`config.mk`:
```
export PLATFORM = sky130hd
export DESIGN_NAME = sqrt_scheduler
export DESIGN_NICKNAME = d
export VERILOG_FILES = /design/src/rtl/sqrt_sched_pkg.sv /design/src/rtl/sqrt_scheduler_rr_arbiter.sv /design/src/rtl/sqrt_scheduler.sv
export SDC_FILE = /design/constraint.sdc
export NUM_CORES = 1
export LEC_CHECK = 0
export CAP_MARGIN = 15
export CORE_AREA = 2 2 181 183
export DETAILED_ROUTE_END_ITERATION = 16
export DIE_AREA = 0 0 183 185
export MAX_ROUTING_LAYER = met4
export SYNTH_ARGS = -nofsm -noshare
export SYNTH_HDL_FRONTEND = slang
export SYNTH_SLANG_ARGS = --single-unit
```
`constraint.sdc`:
```
create_clock -name clk -period 5 [get_ports clk]
set_input_delay 0.75 -clock clk [delete_from_list [all_inputs] [get_ports clk]]
set_output_delay 0.75 -clock clk [all_outputs]
set_load 0.02 [all_outputs]
```
`src/rtl/sqrt_sched_pkg.sv`:
```
// Shared types and sizing helpers for the square-root job scheduler.
package sqrt_sched_pkg;

    // Scheduler states:
    //   state    | meaning
    //   ST_IDLE  | arbitrating, req_ready driven for the winner
    //   ST_START | first engine-enable cycle, engine samples operand
    //   ST_RUN   | engine iterating, watchdog counting
    //   ST_RESP  | result held on the response bus until accepted
    typedef enum logic [1:0] {
        ST_IDLE  = 2'd0,
        ST_START = 2'd1,
        ST_RUN   = 2'd2,
        ST_RESP  = 2'd3
    } state_t;

    // Number of engine iterations for a given operand format.
    function automatic int iter_limit(input int width, input int f_bits);
        return (width + f_bits) / 2;
    endfunction

    // Width of a requester index; a single bit minimum keeps ports legal.
    function automatic int id_width(input int n);
        return (n > 1) ? $clog2(n) : 1;
    endfunction

    // Watchdog counter width able to hold the timeout value itself.
    function automatic int wd_width(input int timeout_cyc);
        return $clog2(timeout_cyc + 1);
    endfunction

    localparam int ID_W_DEF = 2;
    localparam int WD_W_DEF = 7;

endpackage

```
`src/rtl/sqrt_scheduler_rr_arbiter.sv`:
```
// Combinational round-robin picker: first request at or after the pointer.
module rr_arbiter #(
    parameter int N     = 4,
    parameter int PTR_W = 2
) (
    input  logic [N-1:0]     req,
    input  logic [PTR_W-1:0] ptr,
    output logic [N-1:0]     gnt,
    output logic [PTR_W-1:0] gnt_idx,
    output logic             any_req
);

    logic found;

    // Scan N positions starting at the pointer, wrapping past N-1 to 0.
    always_comb begin
        gnt     = '0;
        gnt_idx = '0;
        found   = 1'b0;
        any_req = |req;
        for (int k = 0; k < N; k++) begin : scan
            int             pos;
            logic [PTR_W-1:0] idx;
            pos = int'(ptr) + k;
            if (pos >= N) begin
                pos = pos - N;
            end
            idx = PTR_W'(pos);
            if (!found && req[idx]) begin
                found    = 1'b1;
                gnt[idx] = 1'b1;
                gnt_idx  = idx;
            end
        end
    end

endmodule

```
`src/rtl/sqrt_scheduler.sv`:
```
// Shares one square-root engine among N_REQ requesters with a watchdog.
//   state    | meaning
//   ST_IDLE  | waiting for a request, grants one in the accept cycle
//   ST_START | engine enabled for the first time, operand sampled
//   ST_RUN   | waiting for eng_valid or watchdog expiry
//   ST_RESP  | response presented to the granted requester
module sqrt_scheduler
    import sqrt_sched_pkg::*;
#(
    parameter int N_REQ       = 4,
    parameter int WIDTH       = 48,
    parameter int F_BITS      = 28,
    parameter int TIMEOUT_CYC = 64
) (
    input  logic                   clk,
    input  logic                   rst,
    input  logic [N_REQ-1:0]       req_valid,
    output logic [N_REQ-1:0]       req_ready,
    input  logic [N_REQ*WIDTH-1:0] req_radicand,
    output logic [N_REQ-1:0]       rsp_valid,
    input  logic [N_REQ-1:0]       rsp_ready,
    output logic [WIDTH-1:0]       rsp_root,
    output logic [WIDTH-1:0]       rsp_rem,
    output logic                   rsp_err,
    output logic                   eng_enable,
    output logic [WIDTH-1:0]       eng_radicand,
    input  logic                   eng_busy,
    input  logic                   eng_valid,
    input  logic [WIDTH-1:0]       eng_root,
    input  logic [WIDTH-1:0]       eng_rem,
    output logic                   sched_busy,
    output logic [7:0]             err_cnt
);

    localparam int ID_W = id_width(N_REQ);
    localparam int WD_W = wd_width(TIMEOUT_CYC);

    state_t            state_q, state_d;
    logic [ID_W-1:0]   ptr_q, ptr_d;
    logic [ID_W-1:0]   id_q, id_d;
    logic [WIDTH-1:0]  rad_q, rad_d;
    logic [WIDTH-1:0]  root_q, root_d;
    logic [WIDTH-1:0]  rem_q, rem_d;
    logic              err_q, err_d;
    logic [WD_W-1:0]   wd_q, wd_d;
    logic [7:0]        err_cnt_q, err_cnt_d;

    logic [N_REQ-1:0]  gnt;
    logic [ID_W-1:0]   gnt_idx;
    logic              any_req;
    logic [WIDTH-1:0]  sel_rad;

    // Busy from the engine is informational; sequencing relies on timing.
    logic unused_eng_busy;
    assign unused_eng_busy = eng_busy;

    rr_arbiter #(
        .N     (N_REQ),
        .PTR_W (ID_W)
    ) u_arb (
        .req     (req_valid),
        .ptr     (ptr_q),
        .gnt     (gnt),
        .gnt_idx (gnt_idx),
        .any_req (any_req)
    );

    // Pick the winning requester's radicand slice.
    always_comb begin
        sel_rad = '0;
        for (int i = 0; i < N_REQ; i++) begin
            if (gnt[i]) begin
                sel_rad = req_radicand[i*WIDTH +: WIDTH];
            end
        end
    end

    // One-hot response valid for the latched requester while in RESP.
    always_comb begin
        rsp_valid = '0;
        for (int i = 0; i < N_REQ; i++) begin
            rsp_valid[i] = (state_q == ST_RESP) && (id_q == ID_W'(i));
        end
    end

    // Next-state logic, engine enable and request accept.
    always_comb begin
        state_d    = state_q;
        ptr_d      = ptr_q;
        id_d       = id_q;
        rad_d      = rad_q;
        root_d     = root_q;
        rem_d      = rem_q;
        err_d      = err_q;
        wd_d       = wd_q;
        err_cnt_d  = err_cnt_q;
        req_ready  = '0;
        eng_enable = 1'b0;
        case (state_q)
            ST_IDLE: begin
                if (any_req) begin
                    req_ready = gnt;
                    id_d      = gnt_idx;
                    rad_d     = sel_rad;
                    ptr_d     = (gnt_idx == ID_W'(N_REQ - 1)) ? '0 : gnt_idx + 1'b1;
                    state_d   = ST_START;
                end
            end
            ST_START: begin
                eng_enable = 1'b1;
                wd_d       = '0;
                state_d    = ST_RUN;
            end
            ST_RUN: begin
                eng_enable = 1'b1;
                if (eng_valid) begin
                    root_d  = eng_root;
                    rem_d   = eng_rem;
                    err_d   = 1'b0;
                    state_d = ST_RESP;
                end else if (wd_q == WD_W'(TIMEOUT_CYC - 1)) begin
                    // This cycle is the last one the engine is allowed.
                    root_d  = '0;
                    rem_d   = '0;
                    err_d   = 1'b1;
                    if (err_cnt_q != 8'hFF) begin
                        err_cnt_d = err_cnt_q + 8'd1;
                    end
                    state_d = ST_RESP;
                end else begin
                    wd_d = wd_q + 1'b1;
                end
            end
            ST_RESP: begin
                if (|(rsp_valid & rsp_ready)) begin
                    state_d = ST_IDLE;
                end
            end
            default: state_d = ST_IDLE;
        endcase
    end

    // State and datapath registers.
    always_ff @(posedge clk or posedge rst) begin
        if (rst) begin
            state_q   <= ST_IDLE;
            ptr_q     <= '0;
            id_q      <= '0;
            rad_q     <= '0;
            root_q    <= '0;
            rem_q     <= '0;
            err_q     <= 1'b0;
            wd_q      <= '0;
            err_cnt_q <= '0;
        end else begin
            state_q   <= state_d;
            ptr_q     <= ptr_d;
            id_q      <= id_d;
            rad_q     <= rad_d;
            root_q    <= root_d;
            rem_q     <= rem_d;
            err_q     <= err_d;
            wd_q      <= wd_d;
            err_cnt_q <= err_cnt_d;
        end
    end

    assign eng_radicand = rad_q;
    assign rsp_root     = root_q;
    assign rsp_rem      = rem_q;
    assign rsp_err      = err_q;
    assign sched_busy   = (state_q != ST_IDLE);
    assign err_cnt      = err_cnt_q;

endmodule

```
==> impl_metrics.tcl, run 1 <==
set metrics [dict create \
    synthesis.nets 1099 \
    clk-insertion-delay-late_ps 430 \
    via_per_inst 5.165 \
    clock_sink_count 166 \
    path_cells "inv_1, ha_1, and3b_1, o211ai_1, a21oi_1, or3_2, and2_1, clkdlybuf4s50_1" \
    worstPathArrival_ps 3890 \
    tritoncts "yes" \
    ios 463 \
    slew_headroom 0.2686 \
    synth_edf_count 0 \
    multi_input_area_um2 3737 \
    ys.flop_type "dfrtp_1" \
    status "complete, no violations" \
    port_buffers 461 \
    vias 8393 \
    grt_max_degree 117 \
    sw_frac_of_total 0.4467 \
    rsz0062_at_grt "no" \
    synth_area_per_cell_um2 10.49 \
    ys_seq_area_frac 0.5039 \
    ys_ff_latch 166 \
    internal_power_uw 4842 \
    yosysWarnings 0 \
    slew_violations 0 \
    drc 0 \
    grt_antenna_before_repair 3 \
    detailed_place_hpwl_mm 26.02 \
    crit_path_start_kind "flip-flop" \
    coreArea_um2 32040 \
    fin_ws_ps 361.6 \
    synth_cells 786 \
    drv_cap 0 \
    path_clk_slew_ps 80 \
    powerDensity_nw_per_um2 633.3 \
    dr.pass1.iters 8 \
    clockBufferDepth 2 \
    p_switching_uw 3909 \
    cts_setup_buffers 0 \
    drtIter0Drc 438 \
    placementRows 66 \
    timing.final.crit_share 0.9277 \
    grt_pass1_vias 8387 \
    placed_area_um2 13190 \
    fp.dieW_um 183 \
    worstSetupPathType "reg2out" \
    final_hold_viol_count 0 \
    stdcell_area_um2 13820 \
    cp_max_fo 10 \
    crit_required_ps 4250 \
    start_util 0.2573 \
    die_h_um 185 \
    slowest_delay_ps 600 \
    post-place-ws_ps 577.0 \
    p_seq_frac 0.256 \
    finalClockSkew_ps 14.57 \
    slowest_stage "clkdlybuf4s50_1" \
    seqCellArea_um2 4154 \
    cts-hold-fix-buffers 0 \
    numCtsBuffers 17 \
    fin_crit_ps 4638 \
    grtUsageTotal 0.2099 \
    routabilityCongestion 0.8725 \
    drt-total-wl_mm 36.15 \
    die-area_um2 33860 \
    grt_pass1_wl_mm 51.54 \
    drive_gt1_frac 0.05514 \
    syn_to_final_growth_pct 67.65 \
    synthesis.area_um2 8243 \
    wire_per_inst_um 22.24 \
    finalNetCount 1515 \
    combPwrFrac 0.583 \
    setup_viol_count_final 0 \
    gr-total-overflow 0 \
    ir_drop_mv 0.3126 \
    fmax_mhz 215.6 \
    htree_num_levels 4 \
    antenna_left 0 \
    netlist-cell-type-count 51 \
    fin_setup_tns_ps 0 \
    fill_cells 3116 \
    clock_tree.root_cell "clkbuf_16" \
    crit_path_end_kind "output pin" \
    cts_resized 0 \
    synthArstFlopShare 1.000 \
    hold_path.class "reg2reg" \
    p_clk_frac 0.161 \
    tightest_slew_ps 1097 \
    p_leak_uw 0.005563 \
]
## Yosys cell counts (all sizes together) (4+ instances only)
library cell,number,area share
nand3,55,0.033
nand2,70,0.032
ha,13,0.020
o21ai,55,0.033
nor2,12,0.0055
buf,18,0.014
inv,11,0.0050
and2,5,0.0041
a311oi,49,0.052
mux4,4,0.011
nor3,4,0.0024
o211ai,51,0.046
nor3b,4,0.0036
nand2b,7,0.0053
clkbuf,63,0.029
and3,4,0.0030
xnor2,7,0.0074
a21oi,8,0.0049
dfrtp,166,0.50
a22o,99,0.11
a21boi,50,0.046
## metal layers
layer	track usage	vias to the layer above	routed length (µm)
li1	-	3841	-
met1	0.2375	4106	13940
met2	0.3502	400	17930
met3	0.06665	46	3209
met4	0.07552	0	1062
met5	-	-	0
## worst max-delay path: cells and delay by family, from the launching register on
kind | cells | cell delay, ps
AO/OA/AOI/OAI | 2 | 700
adder cells (fa/ha/maj) | 1 | 450
buffers and inverters | 2 | 830
flip-flops | 1 | 530
AND/OR/NAND/NOR | 3 | 940
## logic make-up (layout without fill, tap and decap cells)
| group | count (synthesis) | in the layout | synth area share |
|---|---|---|---|
| other | 0 | 2 | 0 |
| DFF | 166 | 166 | 0.5039 |
| adders and majority gates | 13 | 13 | 0.01973 |
| and+or+nand+nor | 173 | 173 | 0.1002 |
| muxes | 6 | 6 | 0.01351 |
| AOI/OAI and AO/OA | 326 | 326 | 0.3036 |
| xor gates and xnor gates | 10 | 10 | 0.01063 |
| buffers and inverters | 92 | 521 | 0.04842 |
## cells in the final DEF, fill, tap and decap left out, types with 3 or more instances in the layout
cell type,instances
and3_1,4
o21ai_0,53
inv_8,3
a21boi_0,47
nor3_1,4
clkinvlp_4,3
a21oi_1,8
a22o_1,99
clkdlybuf4s50_1,461
inv_6,3
o211ai_1,51
xor2_1,3
nand3_1,55
nor2_1,11
nand2b_1,6
ha_1,13
clkbuf_16,17
nand2_1,70
dfrtp_1,166
and2_1,3
a311oi_1,49
xnor2_1,7
nor3b_1,4
inv_1,10
mux4_2,4
a21boi_1,3
buf_4,15
## final cells by class
cell class,instances,area share
diodes,2,0.0003622
clock buffers,17,0.03078
clock inverters,15,0.01376
inverters,11,0.003259
multi-input cells,528,0.2704
flip-flops and latches,166,0.3006
well taps,408,0.03694
repair buffers,478,0.3439
## flip-flops by register name, summed over array words and instances (netlist names), named ones only
register      flops
rsp_root         48
err_cnt           8
rsp_rem          48
eng_radicand     48
id_q              2
state_q           2
rsp_err           1
ptr_q             1
wd_q              7
## final timing paths
check                                start               end  slack [ps]  cells past startpoint
worst max-delay path              ptr_q[1]      req_ready[3]         360                      8
worst min-delay path            err_cnt[6]        err_cnt[6]         500                      1
worst max register to register    ptr_q[1]  eng_radicand[44]        1120                      9
worst min register to register  err_cnt[6]        err_cnt[6]         500                      1
max in group asynchronous              rst   eng_radicand[9]        3570                      3
min in group asynchronous              rst        err_cnt[0]         810                      3
## metrics by stage
stage | std cells | hold WS (ps) | total power (µW) | util
after floorplan | 786 | 488.6 | 5126 | -
after global placement | 1590 | 481.8 | 7391 | 0.4118
after detailed placement | 1590 | 481.7 | 7452 | 0.4118
after CTS | 1622 | 496.7 | 8907 | 0.4310
after global routing | 1625 | 513.6 | 9308 | 0.4313
final | 1625 | 498.9 | 8751 | 0.4313
## power groups by stage
| stage | clock network, µW | logic, µW | registers [µW] |
|---|---|---|---|
| after CTS | 1450 | 5210 | 2250 |
| after floorplan | 0 | 2260 | 2860 |
| final | 1410 | 5100 | 2240 |
| after global routing | 1510 | 5490 | 2310 |
| after global placement | 0 | 5140 | 2250 |
| after detailed placement | 0 | 5190 | 2260 |
Power figures use the tool's default switching activity.
==> inputs of run 2 (changes only) <==
--- a/config.mk
+++ b/config.mk
@@ -6,9 +6,9 @@
 export NUM_CORES = 1
 export LEC_CHECK = 0
 export CAP_MARGIN = 15
-export CORE_AREA = 2 2 181 183
+export CORE_AREA = 2 2 182 184
 export DETAILED_ROUTE_END_ITERATION = 16
-export DIE_AREA = 0 0 183 185
+export DIE_AREA = 0 0 184 186
 export MAX_ROUTING_LAYER = met4
 export SYNTH_ARGS = -nofsm -noshare
 export SYNTH_HDL_FRONTEND = slang
==> constraint.sdc (replaced) <==
create_clock -name clk -period 4.3 [get_ports clk]
set_input_delay 0.645 -clock clk [delete_from_list [all_inputs] [get_ports clk]]
set_output_delay 0.645 -clock clk [all_outputs]
set_load 0.02 [all_outputs]
==> run 2 against run 1 <==
Register-to-register slack got worse by 270 ps. Critical path depth is 1 lower. Clock power up 12%. Cell count up 0.49%. First-iteration DRC count is 19% lower. Combinational power is 17% higher. Global-route usage down 0.15 points. Wire length decreased by 0.58%. Die area rose by 1.1%. Largest cell class unchanged. Highest routed layer unchanged.
==> impl_metrics.tcl, run 2 (synthesis results as in run 1) <==
set metrics [dict create \
    status "complete, no violations" \
    sw_frac_of_total 0.4488 \
    grt_pass1_wl_mm 51.45 \
    numCtsBuffers 17 \
    die_h_um 186 \
    fmax_mhz 241.7 \
    grt_antenna_before_repair 7 \
    fp.dieW_um 184 \
    wire_per_inst_um 22.01 \
    reg2reg_setup_slack_ps 850 \
    drc 0 \
    antenna_left 0 \
    finalClockSkew_ps 13.26 \
    p_seq_frac 0.257 \
    hold_path.class "reg2reg" \
    fill_cells 3112 \
    crit_required_ps 3650 \
    via_per_inst 5.100 \
    internal_power_uw 5611 \
    r2r_end "eng_radicand[45]" \
    slew_violations 0 \
    total_power_uw 10180 \
    holdPathStages 1 \
    final_common_cell "clkdlybuf4s50_1" \
    p_switching_uw 4568 \
    fin_setup_tns_ps 0 \
    drt-total-wl_mm 35.94 \
    placementRows 66 \
    path_clk_slew_ps 80 \
    crit_path_end_kind "output pin" \
    clock_sink_count 166 \
    worstPathArrival_ps 3490 \
    slew_headroom 0.2696 \
    instances_no_fill 1633 \
    p_clk_frac 0.155 \
    clk-insertion-delay-late_ps 440 \
    clockBufferDepth 2 \
    cts-hold-fix-buffers 0 \
    routabilityCongestion 0.8495 \
    htree_num_levels 4 \
    tightest_slew_ps 1096 \
    die-area_um2 34220 \
    combPwrFrac 0.587 \
    port_buffers 461 \
    ir_drop_mv 0.4213 \
    timing.final.crit_share 0.9622 \
    drive_gt1_frac 0.05993 \
    powerDensity_nw_per_um2 734.6 \
    coreArea_um2 32210 \
    multi_input_area_um2 3746 \
    p_leak_uw 0.005570 \
    start_util 0.2559 \
    dp_cells 1595 \
    gr-total-overflow 0 \
    grt_pass1_vias 8260 \
    r2r_start "ptr_q[1]" \
    tritoncts "yes" \
    fin_crit_ps 4137 \
    finalNetCount 1519 \
    clock_tree.root_cell "clkbuf_16" \
    crit_path_start_kind "primary input" \
    setup_viol_count_final 0 \
    grt_max_degree 167 \
    detailed_place_hpwl_mm 26.16 \
    grtUsageTotal 0.2084 \
    final_hold_viol_count 0 \
    dr.pass1.iters 4 \
    seqCellArea_um2 4155 \
    min_to "err_cnt[4]" \
    cp_max_fo 12 \
    ios 463 \
    hp-start "err_cnt[4]" \
    final_cell_mix "clkdlybuf4s50_1, dfrtp_1, a22o_1, nand2_1, nand3_1" \
    drtIter0Drc 356 \
    rr_worst_depth 9 \
    worstSetupPathType "in2out" \
    rsz0062_at_grt "no" \
    vias 8329 \
    drv_cap 0 \
    syn_to_final_growth_pct 68.11 \
]
run 2: critical path, cell delays in order:
cell and delay, ps:
clkdlybuf4s50_1 590, mux4_2 620, nor2b_1 190, a22o_1 220, or3_2 450, and2_1 180
clkdlybuf4s50_1 590
run 2: how the worst max path moves through the flow:
stage | slack [ps] | end | from | cells past startpoint
3_3_place_gp | 190 | req_ready[3] | req_valid[2] | 7
6_report | 160 | req_ready[3] | req_valid[2] | 7
3_5_place_dp | 150 | req_ready[3] | req_valid[2] | 7
2_1_floorplan | 540 | req_ready[3] | flip-flop | 12
5_1_grt | 40 | req_ready[3] | ptr_q[1] | 8
4_1_cts | 90 | req_ready[3] | ptr_q[1] | 8
run 2: layer usage:
layer | track usage | vias to the layer above | wire length, µm
met3 | 0.08355 | 24 | 3687
met1 | 0.2229 | 4092 | 13580
met4 | 0.06016 | 0 | 699
li1 | - | 3855 | -
met5 | - | - | 0
met2 | 0.3568 | 358 | 17970
run 2: power by group through the flow:
stage	clock [µW]	sequential [µW]	combinational, µW
6_report	1580	2620	5980
5_1_grt	1700	2690	6420
4_1_cts	1630	2630	6080
3_5_place_dp	0	2650	6050
3_3_place_gp	0	2640	6010
2_1_floorplan	0	3330	2630
run 2: timing repair:
action / 4_1_cts / 5_1_grt
gates resized for setup: 2 / 1
pin swaps: 0 / 0
buffers inserted: 0 / 0
endpoints found under the hold margin: 0 / 0
endpoints found under the setup margin: 1 / 1
run 2: per-stage QoR:
stage | instance area [µm²] | worst slack [ps] | utilization | hold WS [ps]
floorplan | 8247 | 543.4 | - | 488.6
global placement | 13240 | 194.0 | 0.4112 | 480.0
CTS | 13840 | 93.56 | 0.4296 | 501.2
finish | 13860 | 162.5 | 0.4303 | 494.2
detailed placement | 13240 | 148.5 | 0.4112 | 481.6
global route | 13860 | 41.29 | 0.4303 | 508.7
run 2: cell type report:
type / instances / area share
clock inverter: 14 / 0.01156
sequential: 166 / 0.2999
tap: 408 / 0.03684
clock buffer: 17 / 0.03070
multi-input combinational: 528 / 0.2703
inverter: 11 / 0.003251
timing repair buffer: 482 / 0.3462
antenna: 7 / 0.001264
==> inputs of run 3 (changes only) <==
==> constraint.sdc (replaced) <==
create_clock -name clk -period 4.7 [get_ports clk]
set_input_delay 0.705 -clock clk [delete_from_list [all_inputs] [get_ports clk]]
set_output_delay 0.705 -clock clk [all_outputs]
set_load 0.02 [all_outputs]
==> run 3 against run 2 <==
Combinational power down 9.0%. Worst setup slack improved by 59 ps. Register-to-register slack better by 100 ps. Via count fell by 0.61%. Critical path depth is 1 higher. Utilization about the same. Clock power fell by 3%. Sequential share of layout area about the same. Critical endpoint unchanged.
==> impl_metrics.tcl, run 3 (synthesis results as in run 1) <==
set metrics [dict create \
    final_common_cell "clkdlybuf4s50_1" \
    instances_no_fill 1627 \
    slowest_delay_ps 600 \
    die-area_um2 34220 \
    drt-total-wl_mm 36.05 \
    clockBufferDepth 2 \
    status "complete, no violations" \
    rsz0062_at_grt "no" \
    syn_to_final_growth_pct 67.97 \
    finalNetCount 1514 \
    vias 8278 \
    clock_sink_count 166 \
    path_clk_slew_ps 80 \
    htree_num_levels 4 \
    fin_setup_tns_ps 0 \
    path_cells "inv_1, ha_1, mux4_2, nor2b_1, a22o_1, or3_2, and2_1, clkdlybuf4s50_1" \
    numCtsBuffers 17 \
    grt_pass1_wl_mm 51.73 \
    hold_path.class "reg2reg" \
    coreArea_um2 32210 \
    total_power_uw 9364 \
    slew_headroom 0.2621 \
    tritoncts "yes" \
    drtIter0Drc 453 \
    crit_cells 8 \
    rr_worst_depth 9 \
    detailed_place_hpwl_mm 26.02 \
    cp_max_fo 10 \
    powerDensity_nw_per_um2 676.3 \
    drc 0 \
    holdPathStages 1 \
    worstSetupPathType "reg2out" \
    die_h_um 186 \
    grt_max_degree 167 \
    worstPathArrival_ps 3770 \
    final_cell_mix "clkdlybuf4s50_1, dfrtp_1, a22o_1, nand2_1, nand3_1" \
    grt_pass1_vias 8385 \
    slowest_stage "clkdlybuf4s50_1" \
    final_hold_viol_count 0 \
    dr.pass1.iters 5 \
    dp_cells 1589 \
    clock_tree.root_cell "clkbuf_16" \
    crit_path_end_kind "output pin" \
    cp_top_family "buffers and inverters" \
    ios 463 \
    drive_gt1_frac 0.05437 \
    setup_viol_count_final 0 \
    tightest_slew_ps 1107 \
    p_leak_uw 0.005571 \
    antenna_left 0 \
    slew_violations 0 \
    fin_crit_ps 4478 \
    cts_setup_buffers 0 \
    placementRows 66 \
    grtUsageTotal 0.2084 \
    clk-insertion-delay-late_ps 430 \
    ir_drop_mv 0.3104 \
    crit_path_start_kind "flip-flop" \
    timing.final.crit_share 0.9528 \
    start_util 0.2559 \
    routabilityCongestion 0.8593 \
    wire_per_inst_um 22.16 \
    drv_cap 0 \
    cts-hold-fix-buffers 0 \
    fp.dieW_um 184 \
    crit_required_ps 3990 \
    path_buf_inv 2 \
    finalClockSkew_ps 18.83 \
    grt_antenna_before_repair 5 \
    fmax_mhz 223.3 \
    gr-total-overflow 0 \
    via_per_inst 5.088 \
    port_buffers 461 \
    holdWs_ps 497.6 \
]
==> run 3: layer usage <==
layer	global-route usage	share of wire	up-vias	wire (µm)
met3	0.07591	0.10	32	3673
met2	0.3568	0.50	379	18200
met5	-	0	-	0
li1	-	-	3837	-
met1	0.2260	0.37	4030	13460
met4	0.06464	0.020	0	725
==> run 3: final timing paths <==
check / startpoint / end / slack (ps)
max in group asynchronous: rst / rsp_rem[20] / 3090
worst min register to register: err_cnt[4] / err_cnt[4] / 500
min in group asynchronous: rst / err_cnt[5] / 900
worst min-delay path: err_cnt[4] / err_cnt[4] / 500
worst max-delay path: ptr_q[1] / req_ready[3] / 220
worst max register to register: ptr_q[1] / eng_radicand[20] / 950
==> run 3: what timing repair did <==
| item | 4_1_cts | 5_1_grt |
|---|---|---|
| gates resized for setup | 0 | 1 |
| endpoints found under the setup margin | 0 | 1 |
| hold endpoints to repair | 0 | 0 |
==> run 3: stage by stage <==
| stage | cell area, µm² | utilization | setup WS, ps |
|---|---|---|---|
| detailed placement | 13190 | 0.4094 | 422.9 |
| CTS | 13820 | 0.4292 | 192.4 |
| global route | 13850 | 0.4299 | 10.49 |
| floorplan | 8247 | - | 883.4 |
| finish | 13850 | 0.4299 | 221.8 |
| global placement | 13190 | 0.4094 | 463.6 |
==> run 3: report_power, final <==
part / total [µW] / internal (µW) / switching, µW
clock: 1530 / 873 / 657
combinational: 5440 / 2310 / 3120
sequential: 2400 / 2030 / 366
==> run 3: layout make-up <==
class | instances | area [µm²]
fillers | 3115 | 18360
multi-input cells | 528 | 3744
flip-flops and latches | 166 | 4154
repair buffers | 477 | 4745
clock buffers | 19 | 442.9
well taps | 408 | 510.5
inverters | 11 | 45.04
diodes | 5 | 12.51
clock inverters | 13 | 192.7
